`src/rtl/seg_pkg.sv`:
```
// seg_pkg: segment patterns and scan FSM states for the 7-segment scan controller
package seg_pkg;
    localparam logic [7:0] SEG_0     = 8'h3F;
    localparam logic [7:0] SEG_1     = 8'h06;
    localparam logic [7:0] SEG_2     = 8'h5B;
    localparam logic [7:0] SEG_3     = 8'h4F;
    localparam logic [7:0] SEG_4     = 8'h66;
    localparam logic [7:0] SEG_5     = 8'h6D;
    localparam logic [7:0] SEG_6     = 8'h7D;
    localparam logic [7:0] SEG_7     = 8'h07;
    localparam logic [7:0] SEG_8     = 8'h7F;
    localparam logic [7:0] SEG_9     = 8'h6F;
    localparam logic [7:0] SEG_BLANK = 8'h00;

    typedef enum logic [1:0] {
        ST_IDLE,
        ST_DRIVE,
        ST_BLANK
    } scan_state_t;
endpackage

```
`src/rtl/bcd_seg_decode.sv`:
```
// bcd_seg_decode: BCD nibble to {dp,g..a} pattern with dp clear; codes 10-15 are blank
module bcd_seg_decode
    import seg_pkg::*;
(
    input  logic [3:0] i_nibble,
    output logic [7:0] o_seg
);
    always_comb begin
        case (i_nibble)
            4'd0:    o_seg = SEG_0;
            4'd1:    o_seg = SEG_1;
            4'd2:    o_seg = SEG_2;
            4'd3:    o_seg = SEG_3;
            4'd4:    o_seg = SEG_4;
            4'd5:    o_seg = SEG_5;
            4'd6:    o_seg = SEG_6;
            4'd7:    o_seg = SEG_7;
            4'd8:    o_seg = SEG_8;
            4'd9:    o_seg = SEG_9;
            default: o_seg = SEG_BLANK;
        endcase
    end
endmodule

```
`src/rtl/seven_seg_scan_ctrl.sv`:
```
// seven_seg_scan_ctrl: multiplexed 7-segment scanner with blanking gaps and
// frame-synchronous double-buffered digit data
module seven_seg_scan_ctrl
    import seg_pkg::*;
#(
    parameter int NUM_DIGITS   = 4,
    parameter int REFRESH_DIV  = 50000,
    parameter int BLANK_CYCLES = 500
) (
    input  logic                    clk,
    input  logic                    rst_n,
    input  logic                    enable,
    input  logic                    load,
    input  logic [4*NUM_DIGITS-1:0] digits_in,
    input  logic [NUM_DIGITS-1:0]   dp_in,
    input  logic                    lzb_in,
    output logic [7:0]              seg_out,
    output logic [NUM_DIGITS-1:0]   an_out,
    output logic                    frame_done
);
    localparam int CW = $clog2(REFRESH_DIV);
    localparam int IW = $clog2(NUM_DIGITS);
    localparam logic [CW-1:0] CNT_LAST  = CW'(REFRESH_DIV - 1);
    localparam logic [CW-1:0] DRIVE_END = CW'(REFRESH_DIV - BLANK_CYCLES);
    localparam logic [IW-1:0] IDX_LAST  = IW'(NUM_DIGITS - 1);

    scan_state_t             r_state;
    logic [CW-1:0]           r_cnt;
    logic [IW-1:0]           r_idx;
    logic [4*NUM_DIGITS-1:0] r_sh_digits;
    logic [4*NUM_DIGITS-1:0] r_pd_digits;
    logic [NUM_DIGITS-1:0]   r_sh_dp;
    logic [NUM_DIGITS-1:0]   r_pd_dp;
    logic                    r_sh_lzb;
    logic                    r_pd_lzb;
    logic                    r_pend_valid;

    logic [NUM_DIGITS-1:0]   w_lz_blank;
    logic [3:0]              w_nibble;
    logic [7:0]              w_dec;
    logic [7:0]              w_seg;
    logic                    w_slot_end;
    logic                    w_wrap;
    logic                    w_apply;

    assign w_slot_end = r_cnt == CNT_LAST;
    assign w_wrap     = w_slot_end && r_idx == IDX_LAST;
    // shadow frame only changes when a frame starts: at the wrap or when leaving IDLE
    assign w_apply    = enable && (r_state == ST_IDLE || w_wrap);

    for (genvar k = 0; k < NUM_DIGITS; k++) begin : g_lzb
        assign w_lz_blank[k] = r_sh_lzb && k != 0 && (r_sh_digits >> (4*k)) == '0;
    end

    assign w_nibble = r_sh_digits[4*r_idx +: 4];

    bcd_seg_decode u_dec (
        .i_nibble (w_nibble),
        .o_seg    (w_dec)
    );

    assign w_seg = w_lz_blank[r_idx] ? SEG_BLANK : w_dec | {r_sh_dp[r_idx], 7'b0};

    always_ff @(posedge clk or negedge rst_n) begin
        if (!rst_n) begin
            r_state      <= ST_IDLE;
            r_cnt        <= '0;
            r_idx        <= '0;
            r_sh_digits  <= '1;
            r_sh_dp      <= '0;
            r_sh_lzb     <= 1'b0;
            r_pd_digits  <= '0;
            r_pd_dp      <= '0;
            r_pd_lzb     <= 1'b0;
            r_pend_valid <= 1'b0;
            seg_out      <= SEG_BLANK;
            an_out       <= '0;
            frame_done   <= 1'b0;
        end else begin
            if (load) begin
                r_pd_digits <= digits_in;
                r_pd_dp     <= dp_in;
                r_pd_lzb    <= lzb_in;
            end
            r_pend_valid <= w_apply ? 1'b0 : r_pend_valid || load;
            if (w_apply && (load || r_pend_valid)) begin
                r_sh_digits <= load ? digits_in : r_pd_digits;
                r_sh_dp     <= load ? dp_in : r_pd_dp;
                r_sh_lzb    <= load ? lzb_in : r_pd_lzb;
            end
            if (!enable || r_state == ST_IDLE) begin
                r_state    <= enable ? ST_DRIVE : ST_IDLE;
                r_cnt      <= '0;
                r_idx      <= '0;
                seg_out    <= SEG_BLANK;
                an_out     <= '0;
                frame_done <= 1'b0;
            end else begin
                r_cnt      <= w_slot_end ? '0 : r_cnt + 1'b1;
                r_idx      <= w_wrap ? '0 : w_slot_end ? r_idx + 1'b1 : r_idx;
                r_state    <= (w_slot_end || r_cnt + 1'b1 < DRIVE_END) ? ST_DRIVE : ST_BLANK;
                seg_out    <= r_state == ST_DRIVE ? w_seg : SEG_BLANK;
                an_out     <= r_state == ST_DRIVE ? NUM_DIGITS'(1) << r_idx : '0;
                frame_done <= w_wrap;
            end
        end
    end
endmodule

```
`config.mk`:
```
export PLATFORM = sky130hd
export DESIGN_NAME = seven_seg_scan_ctrl
export DESIGN_NICKNAME = d
export VERILOG_FILES = /design/src/rtl/seg_pkg.sv /design/src/rtl/bcd_seg_decode.sv /design/src/rtl/seven_seg_scan_ctrl.sv
export SDC_FILE = /design/constraint.sdc
export NUM_CORES = 1
export LEC_CHECK = 0
export CAP_MARGIN = 20
export CORE_UTILIZATION = 51
export DETAILED_ROUTE_END_ITERATION = 6
export GPL_TIMING_DRIVEN = 0
export PLACE_DENSITY = 0.76
export SYNTH_ARGS = -nofsm -noshare
export SYNTH_HDL_FRONTEND = slang
export SYNTH_SLANG_ARGS = --single-unit
```
`constraint.sdc`:
```
create_clock -name clk -period 2.22 [get_ports clk]
set_input_delay 0.222 -clock clk [delete_from_list [all_inputs] [get_ports clk]]
set_output_delay 0.222 -clock clk [all_outputs]
set_load 0.005 [all_outputs]
```
# --- Word level (Yosys, flattened, before mapping) ---
# Memory sizes are Yosys's and may differ from the RTL's.
# Index checks and enable logic that the tools add are counted.
word_totals:
  reg_bits: 76
  rom_bits: 112
  wordCells: 62
  mem_count: 1
classes:
  n_addsub: 2
  order_cmp: 2
  eq_ne: 3
  shift: 2
  n_mux: 22
  bitwise: 1
  reduce_logical: 16
memory_table:
  columns: ["memory", "depth", "width", "read_ports", "rd_clocked_by_memory_dff", "wr", "line", "source"]
  rows:
  - ["(no name shown)", 16, 7, 1, 0, 0, "bcd_seg_decode.sv:9", "case (i_nibble)"]
ops:
  columns: ["op", "n"]
  rows:
  - ["16-bit logical NOT", 3]
  - ["16-bit 2-to-1 mux", 3]
  - ["8-bit 2-to-1 mux", 3]
  - ["16-bit by 1-bit adder with 16-bit output (second input constant)", 1]
  - ["16-bit == test (second input constant)", 1]
  - ["16-bit < comparator (second input constant)", 1]
  - ["16-bit by 5-bit indexed part select with 4-bit output", 1]
  - ["4-bit 2-to-1 mux", 3]
  - ["2-bit 2-to-1 mux", 5]
  - ["8-bit OR", 1]
  - ["1-bit logical AND", 6]
  - ["1-bit 2-to-1 mux", 6]
  - ["1-bit binary-select mux with 2-bit select", 2]
  - ["1-bit logical OR", 4]
  - ["1-bit by 2-bit left shift with 4-bit output (first input constant)", 1]
  - ["2-bit by 3-bit < comparator with 1-bit output (second input constant)", 1]
  - ["3-bit nonzero test", 1]
  - ["2-bit by 1-bit adder with 2-bit output (second input constant)", 1]
  - ["2-bit by 1-bit == test with 1-bit output (second input constant)", 1]
  - ["2-bit == test (second input constant)", 1]
  - ["2-bit logical NOT", 1]
  - ["1-bit logical NOT", 1]

# --- Logic depth before layout (Yosys ltp) ---
# Gate-level depths: netlist of run 1.
depth:
  depth_word: 7
  depth_mapped: 8
  depth_no_buf: 7

# --- Cells and area by module ---
# A second synthesis of run 1 with hierarchy kept.
hier_totals:
  cells_unflattened: 305
  hier_area_um2: 3776.1
modules_own_cells:
  columns: ["mod", "n_inst", "cells_per_inst", "area_per_inst_um2", "seq_area_each_um2"]
  rows:
  - ["seven_seg_scan_ctrl", 1, 277, 3563.4, 1921.8]
  - ["bcd_seg_decode", 1, 28, 212.7, 0.0]

# --- Worst setup path before layout of run 1 ---
# OpenSTA, ideal clock, no wires.
synth_timing:
  path_type: "flip-flop to flip-flop"
  from: "register r_cnt[0]"
  to: "register r_sh_dp[0]"
  arrival_ps: 2090
  required_ps: 2095
  setup_slack_ps: 6
  path_stages_with_launch: 8
  synth_period_minus_slack_ps: 2214
  cell_sequence: "dfrtp_1 > ha_1 > nand3_1 > nor4_4 > a21oi_2 > nor3b_2 > buf_6 > mux2_2"
synth_via:
  elab_chain_cells: 5
synth_lines:
  columns: ["element", "line", "source"]
  rows:
  - ["from (decl)", "seven_seg_scan_ctrl.sv:28", "logic [CW-1:0] r_cnt;"]
  - ["from (signal assigned)", "seven_seg_scan_ctrl.sv:99", "r_cnt <= w_slot_end ? '0 : r_cnt + 1'b1;"]
  - ["16-bit == test", "seven_seg_scan_ctrl.sv:46", "assign w_slot_end = r_cnt == CNT_LAST;"]
  - ["1-bit logical AND", "seven_seg_scan_ctrl.sv:47", "assign w_wrap = w_slot_end && r_idx == IDX_LAST;"]
  - ["1-bit logical OR", "seven_seg_scan_ctrl.sv:49", "assign w_apply = enable && (r_state == ST_IDLE || w_wrap);"]
  - ["1-bit logical AND", "seven_seg_scan_ctrl.sv:49", null]
  - ["1-bit logical AND", "seven_seg_scan_ctrl.sv:86", "if (w_apply && (load || r_pend_valid)) begin"]
  - ["to (signal assigned)", "seven_seg_scan_ctrl.sv:88", "r_sh_dp <= load ? dp_in : r_pd_dp;"]
  - ["to (decl)", "seven_seg_scan_ctrl.sv:32", "logic [NUM_DIGITS-1:0] r_sh_dp;"]
# Every way passes these cells.
# A chain may end at the register's enable or synchronous reset.

# --- Final worst setup path of run 1 ---
layout_timing:
  from: "register r_cnt[13]"
  to: "register r_sh_dp[3]"
# The elaborated chain is that of the path after synthesis.

==> results.cfg, run 1 <==
[synth]
synthTopCellsByArea = dfrtp_1 (42%), mux2_2 (13%), dfstp_2 (12%), ha_1 (3.5%), nor2_1 (3.3%)
netlist.area_leader.share = 0.420
async_reset_ff_frac = 1.00
muxShareOfSynthArea = 0.181
yosys_warnings = 0
synth_simple_gate_area_frac = 0.128
synthXorXnorAreaFrac = 0.0392
yosys.area.top_type = dfrtp_1
seq_area_frac_synth = 0.538
syn_nets = 322
synth.distinct_cells = 47
synth_top_family_by_area = multiplexers
synth_compound_area_frac = 0.0452
netlist_area_um2 = 3570
synth-seq-cells = 76
synth_common_cells = dfrtp_1 (60), mux2_2 (41), nor2_1 (31)
netlist_instances = 287
synth-main-ff-cell = dfrtp_1
synth-edff-count = 0
postSynthAreaPerCell_um2 = 12.5
synth.most_common_cell = dfrtp_1
synthAdderAreaFrac = 0.0350

[placed_design]
place_inst = 421
place.gp.congestion = 0.884
hpwl_um = 4660
dpl_worst_slack_ns = -0.360
io_buffers = 37

[global_routing]
grt_usage = 0.215
grt_pass1_vias = 2420
met3_usage = 0.0356
antenna_found_initial = 0
grt_max_degree = 77
grt_util_met2 = 0.353
overflow = 0
grt_pass1_wl_um = 12000
use_met1 = 0.290
grt-busiest-layer = met2

[pwr]
p_total_mw = 3.19
powerDensity_nw_per_um2 = 712
p_leak_nw = 1.90
vdd_drop_max_uv = 338

[drt]
vias = 2367
vias_per_cell = 5.32
first_iter_violations = 122
firstDrtPassIters = 4
drt-total-wl_um = 7110
route.detailed.drc = 0
wl_per_cell_um = 16.0
ant_nets = 0

[clock_tree]
cts_root_buf = clkbuf_8
clock_latency_ns = 0.34
cts_tree = yes
numCtsBuffers = 9
htree_levels = 3
cts_sinks = 76
cts_max_path_buffers = 2
clkTransAtPathRegs_ns = 0.08

[timing]
setup_viol = 0
fin_skew_ns = 0.00545
fin_crit_ns = 2.18
final-max-slew-violation-count = 0
period_share = 0.984
tightest_slew_ns = 0.580
relSlewSlack = 0.609
fin_tns_setup_ns = 0
max_freq_mhz = 458
hold_violations = 0
setup_ws_ns = 0.0362

[floorplanning]
num_rows = 30
io_pins = 38
die_x_um = 85.7
core_region_area_um2 = 6790
die_y_um = 85.7
fp.dieArea_um2 = 7350
start_util = 0.526

[final_layout]
fin_nets = 379
diodes = 0
drive_above_1_share = 0.332
syn_to_final_growth_pct = 25.2
final_cells = 445

[min_path]
hp-class = in2async

[setup_path]
worstPathRequired_ns = 2.44
regToRegEndpoint = r_sh_dp[3]
critPathMaxFanout = 5
cp-end-kind = flop
worstSetupPathType = reg2reg
crit_path_end = r_sh_dp[3]
rr_worst_depth = 8
critPathLaunch = r_cnt[13]
regToRegStartpoint = r_cnt[13]
arrival_ns = 2.41
r2r_setup_slack_ns = 0.04
start_kind = flop

[run]
cap_violations = 0

[outcome]
status = finished, final reports clean
## kinds of logic (layout without fill, tap and decap cells)
group,Yosys count,in the layout
simple gates,84,84
flops,76,76
mux,53,53
buf+inv,25,87
compound gates,23,23
xor+xnor,16,16
fa+ha+maj,10,10
## how the worst min path moves through the flow
| stage | start | end | slack, ns | depth (start not counted) |
|---|---|---|---|---|
| after floorplan | rst_n | an_out[0] | -0.07 | 0 |
| after global placement | r_sh_dp[3] | r_sh_dp[3] | 0.46 | 1 |
| after detailed placement | rst_n | r_pd_digits[1] | 0.26 | 2 |
| after CTS | rst_n | r_pd_digits[1] | 0.45 | 3 |
| after global routing | rst_n | r_pd_digits[1] | 0.48 | 3 |
| final | rst_n | r_pd_digits[1] | 0.43 | 3 |
## report_power, final
part	total [mW]	switching [mW]	internal, mW
combinational	0.527	0.217	0.310
clock	0.983	0.491	0.492
sequential	1.68	0.0909	1.58
total	3.19	0.798	2.39
## state kept, by name, indices dropped and copies added, names as in the netlist
| name | count |
|---|---|
| seg_out | 8 |
| r_pd_digits | 16 |
| r_pd_dp | 4 |
| r_cnt | 16 |
| frame_done | 1 |
| r_state | 2 |
| an_out | 4 |
| r_sh_dp | 4 |
| r_sh_digits | 16 |
| r_pd_lzb | 1 |
| r_sh_lzb | 1 |
| r_pend_valid | 1 |
| r_idx | 2 |
## placed cells by master, fill, tap and decap left out, types with 4 or more instances in the layout
master	instances
and2_1	7
and3_1	4
buf_4	11
buf_6	5
clkbuf_8	12
clkdlybuf4s50_1	36
dfrtp_1	57
dfstp_2	16
ha_1	9
inv_1	9
mux2_2	29
mux2_4	13
mux2i_1	6
mux4_2	5
nand2_1	8
nand3_1	6
nand4_1	5
nor2_1	31
nor4_1	5
o21a_1	5
xnor2_1	8
xor2_1	8
## worst max-delay path, cell delays in order (launching register included)
cell and delay [ns]:
dfrtp_1 0.41, and4bb_2 0.32, nand3_2 0.11, nor4_4 0.32, a21oi_2 0.13, nor3b_4 0.19, buf_6 0.16, buf_8 0.13
mux2_4 0.30
## metal layers
layer | wire length (um) | part of all wire
met5 | 0 | 0
met1 | 3160 | 0.44
met3 | 270 | 0.038
met4 | 117 | 0.016
met2 | 3560 | 0.50
## per-stage QoR
step | area [um^2] | util | hold WS [ns]
floorplan | 3570 | - | -0.0736
global placement | 4070 | 0.598 | 0.465
detailed placement | 4090 | 0.602 | 0.264
CTS | 4430 | 0.652 | 0.448
global route | 4480 | 0.659 | 0.483
finish | 4480 | 0.659 | 0.428
## final cells by class
cell class                      count  area (um^2)
Buffer                             12         85.1
Fill cell                         508         2320
Multi-Input combinational cell    186         1630
Sequential cell                    76         1930
Inverter                            9         33.8
Timing Repair Buffer               50          499
Tap cell                           96          120
Clock inverter                      4         22.5
Clock buffer                       12          165
## what timing repair did
item                                    CTS  global route
cloned                                    2             0
hold buffers                              1             0
setup buffers                             7             2
endpoints found under the setup margin   32            26
hold endpoints to repair                 60             0
resized for setup                        24            12
pin swaps                                 4             3
Power figures use the tool's default switching activity.
==> inputs of run 2 (changes only) <==
--- a/config.mk
+++ b/config.mk
@@ -6,10 +6,10 @@
 export NUM_CORES = 1
 export LEC_CHECK = 0
 export CAP_MARGIN = 20
-export CORE_UTILIZATION = 51
+export CORE_UTILIZATION = 43
 export DETAILED_ROUTE_END_ITERATION = 6
 export GPL_TIMING_DRIVEN = 0
-export PLACE_DENSITY = 0.76
+export PLACE_DENSITY = 0.66
 export SYNTH_ARGS = -nofsm -noshare
 export SYNTH_HDL_FRONTEND = slang
 export SYNTH_SLANG_ARGS = --single-unit
==> run 2 against run 1 <==
Net effect: first-iteration DRC count shrank 38%; global-route usage shrank 4.0 points; hold slack lost 0.15 ns; sequential share of layout area shrank 0.69 points; largest cell class unchanged; largest power group unchanged.
==> results.cfg, run 2 (synthesized netlist as in run 1, its figures left out) <==
[setup_path]
critPathLaunch = r_cnt[12]
path_cells = and4bb_2 > nand3_2 > nor4_4 > a21oi_2 > nor3b_4 > buf_6 > buf_8 > mux2_4
regToRegStartpoint = r_cnt[12]
start_kind = flop
arrival_ns = 2.39
cp_slowest_cell = dfrtp_2
critPathMaxFanout = 5
cp-end-kind = flop
worstSetupPathType = reg2reg
path_buf_inv = 2
worstPathRequired_ns = 2.46
cpLargestDelayFamily = simple AND/OR/NAND/NOR gates
cp_slowest_stage_delay_ns = 0.43

[final_layout]
stdcell_area_um2 = 4550
diodes = 0
final_common_cell = dfrtp_1
layout_common_cells = dfrtp_1 (57), clkdlybuf4s50_1 (36), nor2_1 (31)
drive_above_1_share = 0.335
fin_nets = 385
syn_to_final_growth_pct = 27.3
final_cells = 457
top_regs = r_cnt: 16 flops, r_pd_digits: 16 flops, r_sh_digits: 16 flops

[pwr]
vdd_drop_max_uv = 334
powerDensity_nw_per_um2 = 696
p_leak_nw = 1.94

[run]
cap_violations = 0

[floorplanning]
die_y_um = 93.2
die_x_um = 93.2
num_rows = 32
start_util = 0.453
core_region_area_um2 = 7890
fp.dieArea_um2 = 8680
io_pins = 38

[drt]
first_iter_violations = 76
drt-total-wl_um = 7000
wl_per_cell_um = 15.3
ant_nets = 0
vias = 2386
route.detailed.drc = 0
vias_per_cell = 5.22
firstDrtPassIters = 4

[placed_design]
hpwl_um = 4500
place_inst = 427
dpl-instance-area_um2 = 4100
io_buffers = 37
dpl_worst_slack_ns = -0.313
place.gp.congestion = 0.802

[timing]
period_share = 0.972
setup_ws_ns = 0.0624
fin_skew_ns = 0.0154
tightest_slew_ns = 0.579
max_freq_mhz = 463
fin_crit_ns = 2.16
setup_viol = 0
grt_setup_unrepaired = true
relSlewSlack = 0.614
final-max-slew-violation-count = 0
hold_violations = 0
fin_tns_setup_ns = 0
hold_slack_ns = 0.277

[min_path]
hp-class = in2async

[global_routing]
grt_usage = 0.175
grt_max_degree = 59
antenna_found_initial = 0
grt_pass1_vias = 2393
overflow = 0
grt_pass1_wl_um = 11500

[clock_tree]
clock_latency_ns = 0.35
numCtsBuffers = 9
cts_tree = yes
htree_levels = 3
cts_max_path_buffers = 2
cts_sinks = 76
clkTransAtPathRegs_ns = 0.09
cts_root_buf = clkbuf_8

[outcome]
status = finished, final reports clean
[run 2: changes by cell type in the layout (fill, tap and decap cells not counted), moves of 2 or more]
cell	delta
mux2_2	-8
clkinv_2	-2
mux2_4	+8
buf_6	-3
clkbuf_8	-2
clkbuf_1	+2
buf_4	+4
clkbuf_4	+2
buf_8	+3
[run 2: cell type report]
type	instances	area [um^2]
fillers	658	3340
clock inverters	5	37.5
clock buffers	11	141
multi-input cells	186	1640
inverters	9	33.8
well taps	102	128
repair buffers	56	552
plain buffers	12	87.6
flip-flops and latches	76	1930
[run 2: worst paths after layout]
path	end	slack [ns]	cells after the start
min	r_pd_digits[3]	0.28	2
min in group clk	r_pd_digits[15]	0.49	2
max	r_sh_dp[0]	0.06	8
min reg2reg	r_pd_digits[0]	0.50	1
max reg2reg	r_sh_dp[0]	0.06	8
max in group asynchronous	r_sh_digits[13]	1.34	3
[run 2: where the power goes]
group | internal (mW) | leakage (nW) | switching (mW) | total [mW]
Sequential | 1.58 | 0.931 | 0.0940 | 1.68
Combinational | 0.328 | 0.927 | 0.207 | 0.535
Clock | 0.440 | 0.0859 | 0.515 | 0.955
[run 2: what timing repair did]
action,4_1_cts,5_1_grt
hold endpoints to repair,18,0
setup buffers,8,7
gates resized for setup,6,37
cloned,2,0
pin swaps,3,4
endpoints found under the setup margin,31,37
hold buffers,1,0
[run 2: through the flow]
stage | util | power [mW]
after floorplan | - | 1.95
after global placement | 0.516 | 2.13
after detailed placement | 0.520 | 2.15
after CTS | 0.554 | 3.12
after global routing | 0.577 | 3.33
final | 0.577 | 3.17
[run 2: layer usage]
layer,track usage,up-vias,part of all wire
met5,0,-,0
met4,0.0641,0,0.011
met3,0.0463,8,0.032
met2,0.273,46,0.49
met1,0.236,1207,0.47
li1,-,1125,-
